`config.mk`:
```
export PLATFORM = sky130hd
export DESIGN_NAME = sprite_compositor_flat
export DESIGN_NICKNAME = d
export VERILOG_FILES = /design/src/rtl/sprite_compositor_if.sv /design/src/rtl/sprite_compositor.sv /design/src/flat_wrapper.sv
export SDC_FILE = /design/constraint.sdc
export NUM_CORES = 1
export LEC_CHECK = 0
export CORE_UTILIZATION = 40
export DETAILED_ROUTE_END_ITERATION = 8
export SLEW_MARGIN = 5
export SYNTH_ARGS = -nofsm -noshare
export SYNTH_HDL_FRONTEND = slang
export SYNTH_SLANG_ARGS = --single-unit
export TNS_END_PERCENT = 1
```
`constraint.sdc`:
```
create_clock -name clk -period 8.1 [get_ports clk]
set_input_delay 1.215 -clock clk [delete_from_list [all_inputs] [get_ports clk]]
set_output_delay 1.215 -clock clk [all_outputs]
set_load 0.1 [all_outputs]
```
`src/rtl/sprite_compositor_if.sv`:
```
// Bus bundle for sprite_compositor: pixel stream in, shadow-register config,
// per-channel external sprite ROM port and composited pixel out.
// The master modport belongs to the pixel source/config side; the slave
// modport belongs to the compositor.
interface sprite_compositor_if #(
    parameter int unsigned NCH     = 4,
    parameter int unsigned XW      = 10,
    parameter int unsigned YW      = 10,
    parameter int unsigned DW      = 12,
    parameter int unsigned AW      = 12,
    parameter int unsigned SW      = 6,
    parameter int unsigned NFRAMES = 4
);
    localparam int unsigned CSW = (NCH > 1) ? $clog2(NCH) : 1;
    localparam int unsigned FW  = (NFRAMES > 1) ? $clog2(NFRAMES) : 1;

    logic              frame_start;
    logic              px_valid;
    logic [XW-1:0]     px_x;
    logic [YW-1:0]     px_y;
    logic [DW-1:0]     bg_color;
    logic              cfg_wr;
    logic [CSW-1:0]    cfg_sel;
    logic [XW-1:0]     cfg_x;
    logic [YW-1:0]     cfg_y;
    logic [SW-1:0]     cfg_w;
    logic [SW-1:0]     cfg_h;
    logic              cfg_en;
    logic              cfg_anim;
    logic [NCH*AW-1:0] rom_addr;
    logic [NCH*DW-1:0] rom_data;
    logic              out_valid;
    logic [DW-1:0]     out_rgb;
    logic [NCH-1:0]    out_hit;
    logic [FW-1:0]     anim_frame;
    logic              collide;

    modport master (
        output frame_start, px_valid, px_x, px_y, bg_color,
        output cfg_wr, cfg_sel, cfg_x, cfg_y, cfg_w, cfg_h, cfg_en, cfg_anim,
        output rom_data,
        input  rom_addr, out_valid, out_rgb, out_hit, anim_frame, collide
    );

    modport slave (
        input  frame_start, px_valid, px_x, px_y, bg_color,
        input  cfg_wr, cfg_sel, cfg_x, cfg_y, cfg_w, cfg_h, cfg_en, cfg_anim,
        input  rom_data,
        output rom_addr, out_valid, out_rgb, out_hit, anim_frame, collide
    );
endinterface

```
`src/rtl/sprite_compositor.sv`:
```
// Pipelined sprite compositor: overlays NCH priority-ordered sprite channels
// (channel 0 on top) on a background colour, with colour-key transparency,
// strip animation and frame-start double-buffered sprite positions.
// Stage 0: hit test + ROM address; stage 1: registered ROM address;
// stage 2: ROM data keyed/prioritised into registered outputs.
// Optional feature macro: SPRITE_COLLISION_EN (sticky channel-0 collision flag).
module sprite_compositor #(
    parameter int unsigned    NCH     = 4,
    parameter int unsigned    XW      = 10,
    parameter int unsigned    YW      = 10,
    parameter int unsigned    DW      = 12,
    parameter int unsigned    AW      = 12,
    parameter int unsigned    SW      = 6,
    parameter logic [DW-1:0]  KEY     = 12'h00f,
    parameter int unsigned    NFRAMES = 4,
    parameter int unsigned    FDIV    = 8
) (
    input logic               clk,
    input logic               clrn,
    sprite_compositor_if.slave bus
);
    localparam int unsigned CSW  = (NCH > 1) ? $clog2(NCH) : 1;
    localparam int unsigned FW   = (NFRAMES > 1) ? $clog2(NFRAMES) : 1;
    localparam int unsigned DIVW = (FDIV > 1) ? $clog2(FDIV) : 1;

    typedef struct packed {
        logic [XW-1:0] x;
        logic [YW-1:0] y;
        logic [SW-1:0] w;
        logic [SW-1:0] h;
        logic          en;
        logic          anim;
    } ch_cfg_t;

    ch_cfg_t           sh_q  [NCH];
    ch_cfg_t           act_q [NCH];
    ch_cfg_t           cfg_in;
    logic [NCH-1:0]    wr_sel;

    logic [DIVW-1:0]   div_q;
    logic [FW-1:0]     anim_q;

    logic [XW-1:0]     dx  [NCH];
    logic [YW-1:0]     dy  [NCH];
    logic [31:0]       lin [NCH];
    logic [NCH-1:0]    hit0;
    logic [NCH*AW-1:0] addr0;

    logic [NCH*AW-1:0] rom_addr_q;
    logic [NCH-1:0]    hit1_q;
    logic [DW-1:0]     bg1_q;
    logic              v1_q;

    logic [NCH-1:0]    vis;
    logic [DW-1:0]     rgb_sel;

    logic              out_valid_q;
    logic [DW-1:0]     out_rgb_q;
    logic [NCH-1:0]    out_hit_q;

    // Decode the config write into a per-channel strobe and pack the write data.
    always_comb begin
        cfg_in.x    = bus.cfg_x;
        cfg_in.y    = bus.cfg_y;
        cfg_in.w    = bus.cfg_w;
        cfg_in.h    = bus.cfg_h;
        cfg_in.en   = bus.cfg_en;
        cfg_in.anim = bus.cfg_anim;
        wr_sel      = '0;
        for (int i = 0; i < NCH; i++) begin
            wr_sel[i] = bus.cfg_wr && (bus.cfg_sel == CSW'(i));
        end
    end

    // Shadow registers take writes; frame_start promotes shadow to active.
    // A write coincident with frame_start bypasses straight into active.
    always_ff @(posedge clk or negedge clrn) begin
        if (!clrn) begin
            for (int i = 0; i < NCH; i++) begin
                sh_q[i]  <= '0;
                act_q[i] <= '0;
            end
        end else begin
            for (int i = 0; i < NCH; i++) begin
                if (wr_sel[i]) begin
                    sh_q[i] <= cfg_in;
                end
                if (bus.frame_start) begin
                    act_q[i] <= wr_sel[i] ? cfg_in : sh_q[i];
                end
            end
        end
    end

    // Animation divider: one frame step every FDIV frame_start pulses.
    always_ff @(posedge clk or negedge clrn) begin
        if (!clrn) begin
            div_q  <= '0;
            anim_q <= '0;
        end else if (bus.frame_start) begin
            if (div_q == DIVW'(FDIV - 1)) begin
                div_q  <= '0;
                anim_q <= (anim_q == FW'(NFRAMES - 1)) ? '0 : anim_q + FW'(1);
            end else begin
                div_q <= div_q + DIVW'(1);
            end
        end
    end

    // Stage 0: modular-offset hit test and linear sprite ROM address.
    // Unsigned wrap makes sprites hanging off the left/top edge clip for free.
    always_comb begin
        hit0  = '0;
        addr0 = '0;
        for (int i = 0; i < NCH; i++) begin
            dx[i]   = bus.px_x - act_q[i].x;
            dy[i]   = bus.px_y - act_q[i].y;
            hit0[i] = bus.px_valid && act_q[i].en &&
                      (32'(dx[i]) < 32'(act_q[i].w)) &&
                      (32'(dy[i]) < 32'(act_q[i].h));
            lin[i]  = 32'(dy[i]) * 32'(act_q[i].w);
            if (act_q[i].anim) begin
                // Animation strip: frames sit side by side, NFRAMES*w pixels per row.
                lin[i] = lin[i] * NFRAMES + 32'(anim_q) * 32'(act_q[i].w);
            end
            lin[i] = lin[i] + 32'(dx[i]);
            if (hit0[i]) begin
                addr0[i*AW +: AW] = lin[i][AW-1:0];
            end
        end
    end

    // Stage 1: register ROM addresses alongside hit mask, background and valid.
    always_ff @(posedge clk or negedge clrn) begin
        if (!clrn) begin
            rom_addr_q <= '0;
            hit1_q     <= '0;
            bg1_q      <= '0;
            v1_q       <= 1'b0;
        end else begin
            rom_addr_q <= addr0;
            hit1_q     <= hit0;
            bg1_q      <= bus.bg_color;
            v1_q       <= bus.px_valid;
        end
    end

    // Stage 2: drop keyed pixels, then pick the lowest-index opaque channel.
    always_comb begin
        vis     = '0;
        rgb_sel = bg1_q;
        for (int i = NCH - 1; i >= 0; i--) begin
            vis[i] = hit1_q[i] && (bus.rom_data[i*DW +: DW] != KEY);
            if (vis[i]) begin
                rgb_sel = bus.rom_data[i*DW +: DW];
            end
        end
    end

    // Output register; bubbles present zero colour and an empty hit mask.
    always_ff @(posedge clk or negedge clrn) begin
        if (!clrn) begin
            out_valid_q <= 1'b0;
            out_rgb_q   <= '0;
            out_hit_q   <= '0;
        end else begin
            out_valid_q <= v1_q;
            out_rgb_q   <= v1_q ? rgb_sel : '0;
            out_hit_q   <= v1_q ? vis : '0;
        end
    end

`ifdef SPRITE_COLLISION_EN
    logic coll_now;
    logic collide_q;

    // Channel 0 overlapping any other opaque channel on the same pixel.
    always_comb begin
        coll_now = 1'b0;
        for (int i = 1; i < NCH; i++) begin
            coll_now = coll_now | (vis[0] && vis[i]);
        end
    end

    // Sticky flag, cleared by frame_start unless a new collision lands that cycle.
    always_ff @(posedge clk or negedge clrn) begin
        if (!clrn) begin
            collide_q <= 1'b0;
        end else if (coll_now) begin
            collide_q <= 1'b1;
        end else if (bus.frame_start) begin
            collide_q <= 1'b0;
        end
    end

    assign bus.collide = collide_q;
`else
    assign bus.collide = 1'b0;
`endif

    assign bus.rom_addr   = rom_addr_q;
    assign bus.out_valid  = out_valid_q;
    assign bus.out_rgb    = out_rgb_q;
    assign bus.out_hit    = out_hit_q;
    assign bus.anim_frame = anim_q;

endmodule

```
`src/flat_wrapper.sv`:
```
// flat-port wrapper written by rule: the top's interface ports become plain ports
module sprite_compositor_flat 
#(
    parameter int unsigned    NCH     = 4,
    parameter int unsigned    XW      = 10,
    parameter int unsigned    YW      = 10,
    parameter int unsigned    DW      = 12,
    parameter int unsigned    AW      = 12,
    parameter int unsigned    SW      = 6,
    parameter logic [DW-1:0]  KEY     = 12'h00f,
    parameter int unsigned    NFRAMES = 4,
    parameter int unsigned    FDIV    = 8
)
  (clk, clrn, bus_frame_start, bus_px_valid, bus_px_x, bus_px_y, bus_bg_color, bus_cfg_wr, bus_cfg_sel, bus_cfg_x, bus_cfg_y, bus_cfg_w, bus_cfg_h, bus_cfg_en, bus_cfg_anim, bus_rom_data, bus_rom_addr, bus_out_valid, bus_out_rgb, bus_out_hit, bus_anim_frame, bus_collide);
  sprite_compositor_if #(.NCH(NCH), .XW(XW), .YW(YW), .DW(DW), .AW(AW), .SW(SW), .NFRAMES(NFRAMES)) bus_i ();
  input logic clk;
  input logic clrn;
  input wire logic [$bits(bus_i.frame_start)-1:0] bus_frame_start;
  input wire logic [$bits(bus_i.px_valid)-1:0] bus_px_valid;
  input wire logic [$bits(bus_i.px_x)-1:0] bus_px_x;
  input wire logic [$bits(bus_i.px_y)-1:0] bus_px_y;
  input wire logic [$bits(bus_i.bg_color)-1:0] bus_bg_color;
  input wire logic [$bits(bus_i.cfg_wr)-1:0] bus_cfg_wr;
  input wire logic [$bits(bus_i.cfg_sel)-1:0] bus_cfg_sel;
  input wire logic [$bits(bus_i.cfg_x)-1:0] bus_cfg_x;
  input wire logic [$bits(bus_i.cfg_y)-1:0] bus_cfg_y;
  input wire logic [$bits(bus_i.cfg_w)-1:0] bus_cfg_w;
  input wire logic [$bits(bus_i.cfg_h)-1:0] bus_cfg_h;
  input wire logic [$bits(bus_i.cfg_en)-1:0] bus_cfg_en;
  input wire logic [$bits(bus_i.cfg_anim)-1:0] bus_cfg_anim;
  input wire logic [$bits(bus_i.rom_data)-1:0] bus_rom_data;
  output wire logic [$bits(bus_i.rom_addr)-1:0] bus_rom_addr;
  output wire logic [$bits(bus_i.out_valid)-1:0] bus_out_valid;
  output wire logic [$bits(bus_i.out_rgb)-1:0] bus_out_rgb;
  output wire logic [$bits(bus_i.out_hit)-1:0] bus_out_hit;
  output wire logic [$bits(bus_i.anim_frame)-1:0] bus_anim_frame;
  output wire logic [$bits(bus_i.collide)-1:0] bus_collide;
  assign bus_i.frame_start = bus_frame_start;
  assign bus_i.px_valid = bus_px_valid;
  assign bus_i.px_x = bus_px_x;
  assign bus_i.px_y = bus_px_y;
  assign bus_i.bg_color = bus_bg_color;
  assign bus_i.cfg_wr = bus_cfg_wr;
  assign bus_i.cfg_sel = bus_cfg_sel;
  assign bus_i.cfg_x = bus_cfg_x;
  assign bus_i.cfg_y = bus_cfg_y;
  assign bus_i.cfg_w = bus_cfg_w;
  assign bus_i.cfg_h = bus_cfg_h;
  assign bus_i.cfg_en = bus_cfg_en;
  assign bus_i.cfg_anim = bus_cfg_anim;
  assign bus_i.rom_data = bus_rom_data;
  assign bus_rom_addr = bus_i.rom_addr;
  assign bus_out_valid = bus_i.out_valid;
  assign bus_out_rgb = bus_i.out_rgb;
  assign bus_out_hit = bus_i.out_hit;
  assign bus_anim_frame = bus_i.anim_frame;
  assign bus_collide = bus_i.collide;
  sprite_compositor #(.NCH(NCH), .XW(XW), .YW(YW), .DW(DW), .AW(AW), .SW(SW), .KEY(KEY), .NFRAMES(NFRAMES), .FDIV(FDIV)) u_core (.clk(clk), .clrn(clrn), .bus(bus_i));
endmodule
```
# --- After elaboration in Yosys (flattened, before gate mapping) ---
# Cells that the tools add are included.
totals:
  output_inout_bits: 68
  elab_cells: 142
  in_bits: 121
  register_bits: 359
op_classes:
  eq_ne: 9
  muxes: 20
  add_sub_neg: 18
  multipliers: 8
  n_lt_le_gt_ge: 8
  reduce_logical: 22
op_table:
  columns: ["operator", "count"]
  rows:
  - ["$mux 12", 13]
  - ["$mux 34", 4]
  - ["$lt 10x6->1", 8]
  - ["$sub 10x10->10", 8]
  - ["$add 12x10->12", 4]
  - ["$add 12x8->12", 4]
  - ["$mul 10x6->12", 4]
  - ["$ne 12x4->1 const B", 4]
  - ["$mul 2x6->8", 4]
  - ["$logic_and 1x1->1", 20]
  - ["$eq 2x2->1 const B", 3]
  - ["$mux 4", 1]
  - ["$add 3x1->3 const B", 1]
  - ["$eq 3x3->1 const B", 1]
  - ["$mux 3", 1]
  - ["$add 2x1->2 const B", 1]
  - ["$eq 2x1->1 const B", 1]
  - ["$logic_not 2->1", 1]
  - ["$mux 2", 1]
  - ["$reduce_and 2->1", 1]

# --- Logic depth before layout (Yosys ltp) ---
logic_depth:
  word_depth: 7
  ltp_mapped: 28
  ltp_nobuf: 28

# --- Least setup slack after synthesis ---
# Ideal clock, no wire load.
synth_timing:
  kind: "in2reg"
  start: "input port bus_px_y[0]"
  end: "register u_core.rom_addr_q[23] (netlist: u_core.bus.rom_addr[23])"
  t_arrival_ns: 6.753
  path_stages: 25
  setup_ns: 0.119
  n_path_buf: 0
  required_ns: 7.981
  setup_slack_ns: 1.228
  path_cell_list: "inv_1 -> ha_1 -> fa_1 -> nand2b_1 -> a21oi_1 -> nor2_1 -> and2_1 -> fa_1 -> ha_1 -> fa_1 -> fa_1 -> ha_1 -> ha_1 -> a21oi_1 -> o21ai_0 -> a21oi_1 -> nor2_1 -> xor2_1 -> nand2_1 -> o21ai_0 -> ha_1 -> nand4_1 -> a41oi_1 -> xnor2_1 -> nor2_1"
synth_via:
  elab_chain_len: 6
  elab_cells_between_ends: 8
  cone_classes: "add/sub: 3; mul: 1; order compare: 1; mux: 2; reduce/logical: 1"
synth_rtl:
  columns: ["element", "line", "source"]
  rows:
  - ["from (decl)", "flat_wrapper.sv:21", "input wire logic [$bits(bus_i.px_y)-1:0] bus_px_y;"]
  - ["$sub 10x10->10 *", "sprite_compositor.sv:117", "dy[i] = bus.px_y - act_q[i].y;"]
  - ["$mul 10x6->12", "sprite_compositor.sv:121", "lin[i] = 32'(dy[i]) * 32'(act_q[i].w);"]
  - ["$add 12x8->12", "sprite_compositor.sv:124", "lin[i] = lin[i] * NFRAMES + 32'(anim_q) * 32'(act_q[i].w);"]
  - ["$mux 12", "sprite_compositor.sv:122", "if (act_q[i].anim) begin"]
  - ["$add 12x10->12", "sprite_compositor.sv:126", "lin[i] = lin[i] + 32'(dx[i]);"]
  - ["$mux 12 *", "sprite_compositor.sv:127", "if (hit0[i]) begin"]
  - ["net u_core.addr0[23]", "sprite_compositor.sv:47", "logic [NCH*AW-1:0] addr0;"]
  - ["to (signal assigned)", "sprite_compositor.sv:141", "rom_addr_q <= addr0;"]
  - ["to (decl)", "sprite_compositor.sv:49", "logic [NCH*AW-1:0] rom_addr_q;"]
# Mark *: on every way through the listed nets, which the timed path passes. The rest lies on a longest branch.
# A chain may end at the register's enable or synchronous reset.

# --- Worst setup path in the final report ---
# Ends and elaborated chain as after synthesis.

==> out/results.txt <==
Via count = 19,900
DP Wirelength = 54,400 um
Total core area = 65,900 um^2
Startpoint Class = input port
Clock Root Buffer = clkbuf_16
DR top layer = met5
First-pass GRT wire length = 112,000 um
Cell Area, Synth = 26,700 um^2
Worst EP required = 8520 ps
Least-Margin Pin Slew = 1180 ps
First DRT Iteration DRCs = 1,285
Fin. Hold Viols = 0
IO buf count = 187
Post-synth EDFFs = 0
Antenna violations before repair = 2
DRC Markers = 0
Reg clk slew, reported paths = 60 ps
Vias in the first global route = 20,700
Die area = 67,700 um^2
Clk buf depth = 3
Crit. End Element = flop
Clk sinks = 359
Max cap viols = 0
Grt total ovfl = 0
Inserted Diodes = 0
Final Setup Violations = 0
HP Class = reg2reg
Hold-fix buffers, CTS = 0
Final setup TNS = 0 ps
Met2 WL post-DR = 33,100 um
Syn Area/Cell = 9.83 um^2
Drt first pass iters = 6
CTS tree = built
Tot GR Track Use = 21.3%
Main synth FF type = dfrtp_1
WP data arrival = 7910 ps
Mapped Cells = 2,712
Num CTS Buffers = 41
Met3 WL = 3970 um
Placed inst area = 29,600 um^2
Total routed wirelength = 70,900 um
DRT met1 WL = 32,100 um
Initial Util = 40.5%
Setup repair bufs after CTS = 0
Worst-path fanout max = 5
Worst setup path category = in2reg
Final instance area = 30,900 um^2
Peak supply drop = 0.355 mV
I/O pins = 189
Antenna viol nets, final = 0
Chip Height = 260 um
Async SR Flop Fraction = 100%
Fmax = 133 MHz
Reg2reg path depth = 25
Pre-CTS WS = 107 ps
Yosys reg bits = 359
FP Rows = 94
Largest net degree at the start of global routing = 146
Share of cells above drive strength 1 = 10.4%
Cell area power density = 485 nW/um^2
Synth warn = 0
DR WL/cell = 18.7 um
Final WS setup = 606 ps
Tmin final = 7490 ps
Clock latency on the worst-skew pair = 560 ps
Avg Vias per Cell = 5.24
Final Max Slew Viols = 0
Leak pwr = 14.5 nW
Final worst-path cycle share = 92.5%
Clock Skew = 11.5 ps
RSZ-0062 raised after global routing = false
Status = complete, no violations
Max_slew headroom = 21.3%
Hold path cells = 1
Die Wd = 260 um
Syn-to-layout area delta = 16.1%
H-tree depth = 2
# resized after CTS = 0
Post-synthesis cell type count = 71
GPL Wtd Cong = 0.932
Seq/Total Area, Yosys = 33.7%
Nets = 3,407
Post-Syn Nets = 3,224
-- cell usage in the layout, fill, tap and decap left out, types with 8 or more instances in the layout --
cell | synthesis | routed
clkbuf_8 | 0 | 10
or3_1 | 8 | 8
xnor2_1 | 112 | 112
ha_1 | 247 | 247
mux2_2 | 187 | 187
nand3_1 | 24 | 23
or2_2 | 9 | 9
dfrtp_1 | 359 | 359
o21bai_1 | 15 | 15
nor2b_1 | 28 | 28
inv_1 | 291 | 291
nand2b_1 | 28 | 28
o21ai_0 | 177 | 177
nor3_1 | 32 | 32
o211a_1 | 11 | 11
mux2i_1 | 19 | 19
clkbuf_16 | 0 | 41
nand2_1 | 257 | 257
and2_1 | 151 | 151
and3_1 | 9 | 9
buf_4 | 1 | 30
clkdlybuf4s50_1 | 0 | 185
fa_1 | 144 | 144
xor2_1 | 52 | 52
nor2_1 | 174 | 174
a211oi_1 | 13 | 13
nor4_1 | 10 | 10
o21a_1 | 18 | 18
a21oi_1 | 115 | 115
o211ai_1 | 15 | 15
a21o_1 | 37 | 37
-- Yosys cell counts (18+ instances only) --
| master | count | area share (%) |
|---|---|---|
| clkbuf_1 | 72 | 1.0 |
| nor3_1 | 32 | 0.60 |
| nand3_1 | 24 | 0.45 |
| dfrtp_1 | 359 | 34 |
| and2_1 | 151 | 3.5 |
| a21o_1 | 37 | 1.0 |
| xnor2_1 | 112 | 3.7 |
| o21a_1 | 18 | 0.51 |
| inv_1 | 291 | 4.1 |
| mux2i_1 | 19 | 0.71 |
| a21oi_1 | 115 | 2.2 |
| fa_1 | 144 | 11 |
| mux2_2 | 187 | 7.9 |
| nand2_1 | 257 | 3.6 |
| nand2b_1 | 28 | 0.66 |
| xor2_1 | 52 | 1.7 |
| ha_1 | 247 | 12 |
| nor2b_1 | 28 | 0.66 |
| o21ai_0 | 177 | 3.3 |
| nor2_1 | 174 | 2.5 |
-- flip-flops by register name, summed over array words and instances (netlist names) --
| signal | flops |
|---|---|
| u_core.bus.rom_addr | 48 |
| u_core.bus.out_hit | 4 |
| u_core.div_q | 3 |
| u_core.bg1_q | 12 |
| u_core.bus.out_rgb | 12 |
| u_core.bus.anim_frame | 2 |
| u_core.hit1_q | 4 |
| u_core.sh_q | 136 |
| u_core.act_q | 136 |
| u_core.bus.out_valid | 1 |
| u_core.v1_q | 1 |
-- final cells by class --
| class | instances | area [um^2] |
|---|---|---|
| repair buffers | 218 | 2120 |
| inverters | 291 | 1090 |
| flip-flops and latches | 359 | 8980 |
| fillers | 6129 | 34900 |
| well taps | 864 | 1080 |
| clock buffers | 55 | 1180 |
| clock inverters | 18 | 196 |
| multi-input cells | 1984 | 16300 |
-- per-layer routing --
metal	vias up	track usage, %
li1	9403	-
met2	475	35.7
met4	2	5.96
met1	9873	28.4
met3	100	3.41
met5	-	0
-- cell families (layout without fill, tap and decap cells) --
kind of cell	after synthesis	count (layout)	synth area share [%]
XOR/XNOR	171	171	5.99
buffers and inverters	369	582	5.24
AND/OR/NAND/NOR	761	761	13.7
flip-flops	359	359	33.7
AO/OA/AOI/OAI	454	454	10.3
multiplexers	206	206	8.61
adder cells (fa/ha/maj)	391	391	22.4
other	1	1	0.0141
-- report_power, final --
part	leakage [nW]	internal, mW	switching, mW
sequential	4.43	2.07	0.206
combinational	9.36	4.94	5.90
clock	0.672	1.12	0.775
-- worst max-delay path, cell delays in order --
cell and delay, ps:
clkdlybuf4s50_1 450, inv_1 270, ha_1 250, fa_1 220, nand2b_1 190, nand2_1 80
a211oi_1 520, nor2_1 130, and2_1 200, fa_1 450, ha_1 340, fa_1 540
fa_1 520, ha_1 310, ha_1 350, a21oi_1 160, o21ai_0 140, a21oi_1 180
nor2_1 80, xor2_1 160, nand2_1 70, o21ai_0 90, ha_1 390, nand4_1 130
a41oi_1 250, xnor2_1 150, nor2_1 60
-- metrics by stage --
step                util (%)  power [mW]  hold slack, ps  cells
finish                  47.0        15.0             493   3789
global route            47.0        16.6             504   3789
CTS                     47.0        15.2             495   3789
detailed placement      44.9        13.2             480   3716
global placement        44.9        12.9             475   3716
floorplan                  -        10.9             427   2712
-- worst paths after layout --
kind	start	slack, ps	end
worst max-delay path	bus_px_y[0]	610	u_core.bus.rom_addr[23]
worst min-delay path	u_core.sh_q[6]	490	u_core.sh_q[6]
worst max register to register	u_core.act_q[82]	1670	u_core.bus.rom_addr[23]
worst min register to register	u_core.sh_q[6]	490	u_core.sh_q[6]
max in group asynchronous	clrn	5950	u_core.act_q[21]
min in group asynchronous	clrn	730	u_core.bus.rom_addr[32]
No activity file was read; power rests on OpenSTA's default activity.
